`src/rtl/countdown_pkg.sv`:
```
// Shared types and constants for the countdown timer.
package countdown_pkg;

    localparam int unsigned CNT_W = 14;

    typedef enum logic [1:0] {
        ST_STOP  = 2'd0,
        ST_RUN   = 2'd1,
        ST_ALARM = 2'd2
    } state_t;

    // Clamp a requested preset to the largest loadable value.
    function automatic logic [CNT_W-1:0] sat_load(input logic [CNT_W-1:0] value,
                                                  input logic [CNT_W-1:0] max_val);
        return (value > max_val) ? max_val : value;
    endfunction

endpackage

```
`src/rtl/countdown_tick_gen.sv`:
```
// Prescaler that emits one tick every CLK_HZ/TICK_HZ cycles while enabled.
// Held at zero while disabled, so a pause discards the partial period.
module countdown_tick_gen #(
    parameter int unsigned CLK_HZ  = 100_000_000,
    parameter int unsigned TICK_HZ = 100
) (
    input  logic clk,
    input  logic reset,
    input  logic en,
    output logic o_tick
);

    localparam int unsigned DIV = CLK_HZ / TICK_HZ;
    localparam int unsigned PW  = (DIV > 1) ? $clog2(DIV) : 1;

    logic [PW-1:0] r_presc;

    // Count 0..DIV-1 while enabled, otherwise hold at zero.
    always_ff @(posedge clk or posedge reset) begin
        if (reset) begin
            r_presc <= '0;
        end else if (!en) begin
            r_presc <= '0;
        end else if (r_presc == PW'(DIV - 1)) begin
            r_presc <= '0;
        end else begin
            r_presc <= r_presc + PW'(1);
        end
    end

    assign o_tick = en && (r_presc == PW'(DIV - 1));

endmodule

```
`src/rtl/countdown_timer.sv`:
```
// Down-counting 100 Hz timer with load, start/pause, clear and latched alarm.
// Optional: define COUNTDOWN_AUTO_RELOAD_EN to restart from the last loaded
// value on the final tick instead of entering ALARM.
module countdown_timer
    import countdown_pkg::*;
#(
    parameter int unsigned CLK_HZ    = 100_000_000,
    parameter int unsigned TICK_HZ   = 100,
    parameter int unsigned MAX_COUNT = 9999
) (
    input  logic             clk,
    input  logic             reset,
    input  logic             i_run_stop,
    input  logic             i_clear,
    input  logic             i_load,
    input  logic [CNT_W-1:0] i_load_value,
    output logic [CNT_W-1:0] o_count,
    output logic             o_running,
    output logic             o_done,
    output logic             o_alarm
);

    state_t           r_state;
    logic [CNT_W-1:0] r_count;
    logic [CNT_W-1:0] r_reload;
    logic             r_running;
    logic             r_done;
    logic             r_alarm;

    state_t           w_state_nxt;
    logic [CNT_W-1:0] w_count_nxt;
    logic [CNT_W-1:0] w_reload_nxt;
    logic             w_done_nxt;
    logic             w_tick;
    logic             w_run_en;
    logic [CNT_W-1:0] w_load_sat;

    assign w_run_en   = (r_state == ST_RUN);
    assign w_load_sat = sat_load(i_load_value, CNT_W'(MAX_COUNT));

    countdown_tick_gen #(
        .CLK_HZ  (CLK_HZ),
        .TICK_HZ (TICK_HZ)
    ) u_tick_gen (
        .clk    (clk),
        .reset  (reset),
        .en     (w_run_en),
        .o_tick (w_tick)
    );

    // Next-state, count and done decode; clear > run_stop > load.
    always_comb begin
        w_state_nxt  = r_state;
        w_count_nxt  = r_count;
        w_reload_nxt = r_reload;
        w_done_nxt   = 1'b0;
        case (r_state)
            ST_STOP: begin
                if (i_clear) begin
                    w_count_nxt = '0;
                end else if (i_run_stop) begin
                    if (r_count != '0) begin
                        w_state_nxt = ST_RUN;
                    end
                end else if (i_load) begin
                    w_count_nxt  = w_load_sat;
                    w_reload_nxt = w_load_sat;
                end
            end
            ST_RUN: begin
                if (i_clear) begin
                    w_state_nxt = ST_STOP;
                    w_count_nxt = '0;
                end else if (i_run_stop) begin
                    w_state_nxt = ST_STOP;
                end else if (w_tick) begin
                    if (r_count == CNT_W'(1)) begin
                        w_done_nxt = 1'b1;
`ifdef COUNTDOWN_AUTO_RELOAD_EN
                        if (r_reload != '0) begin
                            w_count_nxt = r_reload;
                        end else begin
                            w_count_nxt = '0;
                            w_state_nxt = ST_ALARM;
                        end
`else
                        w_count_nxt = '0;
                        w_state_nxt = ST_ALARM;
`endif
                    end else if (r_count != '0) begin
                        w_count_nxt = r_count - CNT_W'(1);
                    end
                end
            end
            ST_ALARM: begin
                if (i_clear || i_run_stop) begin
                    w_state_nxt = ST_STOP;
                    w_count_nxt = '0;
                end
            end
            default: begin
                w_state_nxt = ST_STOP;
                w_count_nxt = '0;
            end
        endcase
    end

    // State, count, reload value and registered status outputs.
    always_ff @(posedge clk or posedge reset) begin
        if (reset) begin
            r_state   <= ST_STOP;
            r_count   <= '0;
            r_reload  <= '0;
            r_running <= 1'b0;
            r_done    <= 1'b0;
            r_alarm   <= 1'b0;
        end else begin
            r_state   <= w_state_nxt;
            r_count   <= w_count_nxt;
            r_reload  <= w_reload_nxt;
            r_running <= (w_state_nxt == ST_RUN);
            r_done    <= w_done_nxt;
            r_alarm   <= (w_state_nxt == ST_ALARM);
        end
    end

    assign o_count   = r_count;
    assign o_running = r_running;
    assign o_done    = r_done;
    assign o_alarm   = r_alarm;

endmodule

```
`config.mk`:
```
export PLATFORM = sky130hd
export DESIGN_NAME = countdown_timer
export DESIGN_NICKNAME = d
export VERILOG_FILES = /design/src/rtl/countdown_pkg.sv /design/src/rtl/countdown_tick_gen.sv /design/src/rtl/countdown_timer.sv
export SDC_FILE = /design/constraint.sdc
export NUM_CORES = 1
export LEC_CHECK = 0
export BUFFER_PORTS_ARGS = -buffer_cell sky130_fd_sc_hd__buf_4
export CAP_MARGIN = 10
export CORE_ASPECT_RATIO = 1.75
export CORE_MARGIN = 2
export CORE_UTILIZATION = 50
export CTS_CLUSTER_SIZE = 28
export DETAILED_ROUTE_END_ITERATION = 6
export GPL_TIMING_DRIVEN = 0
export PLACE_DENSITY = 0.73
export SETUP_SLACK_MARGIN = 0.2
export SYNTH_ARGS = -nofsm -noshare
export SYNTH_HDL_FRONTEND = slang
export SYNTH_SLANG_ARGS = --single-unit
```
`constraint.sdc`:
```
create_clock -name clk -period 2.7 [get_ports clk]
set_clock_uncertainty 0.15 [all_clocks]
set_input_delay 0.27 -clock clk [delete_from_list [all_inputs] [get_ports clk]]
set_output_delay 0.27 -clock clk [all_outputs]
set_load 0.005 [all_outputs]
```
==> results list <==
- Result of the run: complete, but fails checks
- Violated checks: negative hold slack
- Final weighted congestion in routability-driven placement: 0.981
* Share of the yosys chip area belonging to registers: 0.407
- P_int: 1.21 mW
- Dividing the final minimum period by the clock period gives 0.944.
* Required time of the critical path: 2740 ps
- Reg2Reg Depth: 6
- After detailed routing, the total wire length is 7.24 mm.
* Number of buffers on the longest clock path: 2
- For this run, design rule violations remaining after detail routing come to 0.
- Die Footprint: 5380 um2
* Global-route congestion overflow total: 0
* Number of antenna violations at the first check in global routing: 0
- Of all nets on the critical path, the largest fanout is 5.
- After the first detailed-routing iteration, the DRC count stood at 132.
- CP endpoint kind: flop
* Routed length per instance: 19.0 um
* Area added between synthesis and finish: 30.8%
- Cell Pwr Density: 582 nW/um2
- The floorplan has 33 rows.
- Sink count of the clock tree: 39
- Distinct cell type count of the synthesized netlist: 50
- The most critical setup path has its startpoint at o_count[5].
- In the synthesized netlist the dominant register cell turns out to be sky130_fd_sc_hd__dfrtp_1.
- For this run, the number of Yosys warnings is 0.
- Clock Pin Slew Worst Setup and Hold Paths: 80 ps
* Final-layout fill cell count: 382
* Hold/Removal Path Class: primary input to async pin
- Averaged over all synthesized cells, the footprint is 9.01 um2.
* Detailed placement HPWL: 4.92 mm
- The pre-antenna-repair detailed-routing pass consisted of 5 iterations.
- Sequential group share of total power: 0.374
- The final layout contains 352 nets.
- Total of flip-flops plus latches after synthesis: 39
- The library cell used most frequently in the layout, excluding fill and tap cells, is sky130_fd_sc_hd__buf_4.
- Number of enable flip-flop cells after synthesis: 0
- Pin count of the biggest net entering global routing: 40
* Total nets after synthesis: 289
- TritonCTS built the clock tree.
- For this design the top-level I/O count stands at 36.
- In this run the tightest slew margin relative to its limit is 0.326.
- Net Sw Frac: 0.335
* Hold slack: -5.84 ps
- In this run the cell area of the synthesized design comes to 2400 um2.
* Ratio of cells with drive above 1 in the final layout: 0.279
- The count of endpoints failing hold in the final timing report is 11.
- Final worst slack: 150 ps
- Max Cap Violations: 0
- Vias after detailed routing: 2474
- Derived from the worst setup path, the maximum achievable clock frequency is 0.392 GHz.
- Data arrives at the worst endpoint at 2590 ps.
* Final period demand of the worst path: 2550 ps
* Number of clock buffers inserted by TritonCTS: 5
* Total power draw: 1.82 mW
* Static Leakage: 1.32 nW
- Overall die width: 56.3 um
* Most frequent cells in the layout: sky130_fd_sc_hd__buf_4, sky130_fd_sc_hd__dfrtp_1, sky130_fd_sc_hd__nor2_1
* Worst setup slack before clock tree synthesis: -266 ps
- The region available for standard cell placement spans 4670 um2.
- In the synthesized netlist the async set-or-reset flop fraction comes to 1.00.
* Power spent charging and discharging nets: 612 uW
- Die Ht: 95.6 um
* Max-slew violation count: 0
- Setup repair after global routing missed its margin: true
* Worst setup slack for register-to-register paths: 150 ps
* Clk network pwr share: 0.282
* Worst-skew pair later-pin latency: 290 ps
* Global-route usage over all layers: 0.269
* H-tree levels: 2
- Peak supply drop: 0.466 mV
* Post-route ant nets: 0
* Starting density of the core: 0.514
- The root buffer cell chosen for the clock tree is sky130_fd_sc_hd__clkbuf_8.
- At the pin with the least slew margin, the transition time is 1000 ps.
- Via count of the first global-routing pass: 2342
- In this run the critical register-to-register path is captured at o_count[1].
* Vias per Instance: 6.48
* Number of buffer cells added on primary ports: 34
- First-pass GRT wire length: 11.2 mm
- Startpoint Class: flop
- Source of the worst register-to-register timing path: o_count[5]
- Hold repair after CTS inserted 0 buffers.
* Final setup vio count: 0
* Number of diodes added for antenna fixing: 0
- By startpoint and endpoint, the worst setup path is classified as flop to flop.
- Counting every instance in the synthesized netlist gives 266.
- Of the total power, combinational logic draws 0.344.
[through the flow]
| step | TNS, ps | area (um2) | std cells | util | hold WS, ps |
|---|---|---|---|---|---|
| after floorplan | 0 | 2410 | 266 | - | 191 |
| after global placement | -2050 | 2730 | 352 | 0.586 | 330 |
| after detailed placement | -2070 | 2730 | 352 | 0.586 | 337 |
| after CTS | 0 | 2980 | 371 | 0.639 | 21.2 |
| after global routing | 0 | 3130 | 382 | 0.672 | 24.8 |
| final | 0 | 3130 | 382 | 0.672 | -5.84 |
[state kept, by name (all words and copies together), names as in the netlist]
name                count
o_done                  1
o_alarm                 1
o_count                14
r_state                 2
u_tick_gen.r_presc     20
o_running               1
[worst max-delay path: stages (launching register included)]
cell	delay [ps]
sky130_fd_sc_hd__dfrtp_1	400
sky130_fd_sc_hd__or4_4	540
sky130_fd_sc_hd__buf_8	140
sky130_fd_sc_hd__or4_4	440
sky130_fd_sc_hd__o32ai_4	280
sky130_fd_sc_hd__or2_4	200
sky130_fd_sc_hd__mux2_4	290
[routing by layer]
layer / wire [um] / global-route usage
met1: 2710 / 0.295
met2: 3880 / 0.493
met5: 0 / 0
met4: 362 / 0.155
met3: 284 / 0.0339
[what timing repair did]
action	CTS	global route
pin swaps	4	10
buffers inserted	11	11
setup endpoints to repair	19	14
gates resized for setup	10	13
[area by class of cell]
class,count,area (um2),area share
repair buffers,56,433,0.138
flip-flops and latches,39,978,0.312
inverters,16,60.1,0.0192
clock buffers,6,82.6,0.0263
well taps,52,65.1,0.0208
clock inverters,2,35.0,0.0112
multi-input cells,198,1410,0.449
plain buffers,13,72.6,0.0232
[kinds of logic after synthesis]
group,share of synthesized area
compound gates,0.218
simple gates,0.242
buf+inv,0.0491
mux,0.00470
flops,0.407
fa+ha+maj,0.0209
xor+xnor,0.0585
[worst max-delay path by stage]
stage	endpoint	slack, ps	cells after the start
floorplan	o_count[1]	100	6
global placement	o_count[4]	-260	8
detailed placement	o_count[4]	-270	8
CTS	o_count[1]	110	6
global route	o_count[1]	120	5
finish	o_count[1]	150	6
[power by group through the flow]
stage,Combinational (mW),Sequential (mW),Clock [mW]
after global placement,0.462,0.693,0
after detailed placement,0.465,0.694,0
after floorplan,0.293,0.684,0
final,0.627,0.683,0.514
after CTS,0.549,0.678,0.526
after global routing,0.668,0.687,0.551
[synth_stat cells, types with 5 or more instances]
master | number | area share
sky130_fd_sc_hd__a21oi_1 | 16 | 0.033
sky130_fd_sc_hd__clkbuf_1 | 11 | 0.017
sky130_fd_sc_hd__dfrtp_1 | 39 | 0.41
sky130_fd_sc_hd__inv_1 | 16 | 0.025
sky130_fd_sc_hd__nand2_1 | 5 | 0.0078
sky130_fd_sc_hd__nand3_1 | 9 | 0.019
sky130_fd_sc_hd__nand4_1 | 5 | 0.013
sky130_fd_sc_hd__nor2_1 | 32 | 0.050
sky130_fd_sc_hd__nor2b_1 | 5 | 0.013
sky130_fd_sc_hd__nor3_1 | 14 | 0.029
sky130_fd_sc_hd__nor4_1 | 7 | 0.018
sky130_fd_sc_hd__o21ai_1 | 7 | 0.015
sky130_fd_sc_hd__o22ai_1 | 6 | 0.016
sky130_fd_sc_hd__o31ai_1 | 7 | 0.022
sky130_fd_sc_hd__o32ai_1 | 5 | 0.018
sky130_fd_sc_hd__or3_1 | 5 | 0.013
sky130_fd_sc_hd__xnor2_1 | 10 | 0.037
sky130_fd_sc_hd__xor2_1 | 6 | 0.022
No activity file was read; power rests on OpenSTA's default activity.
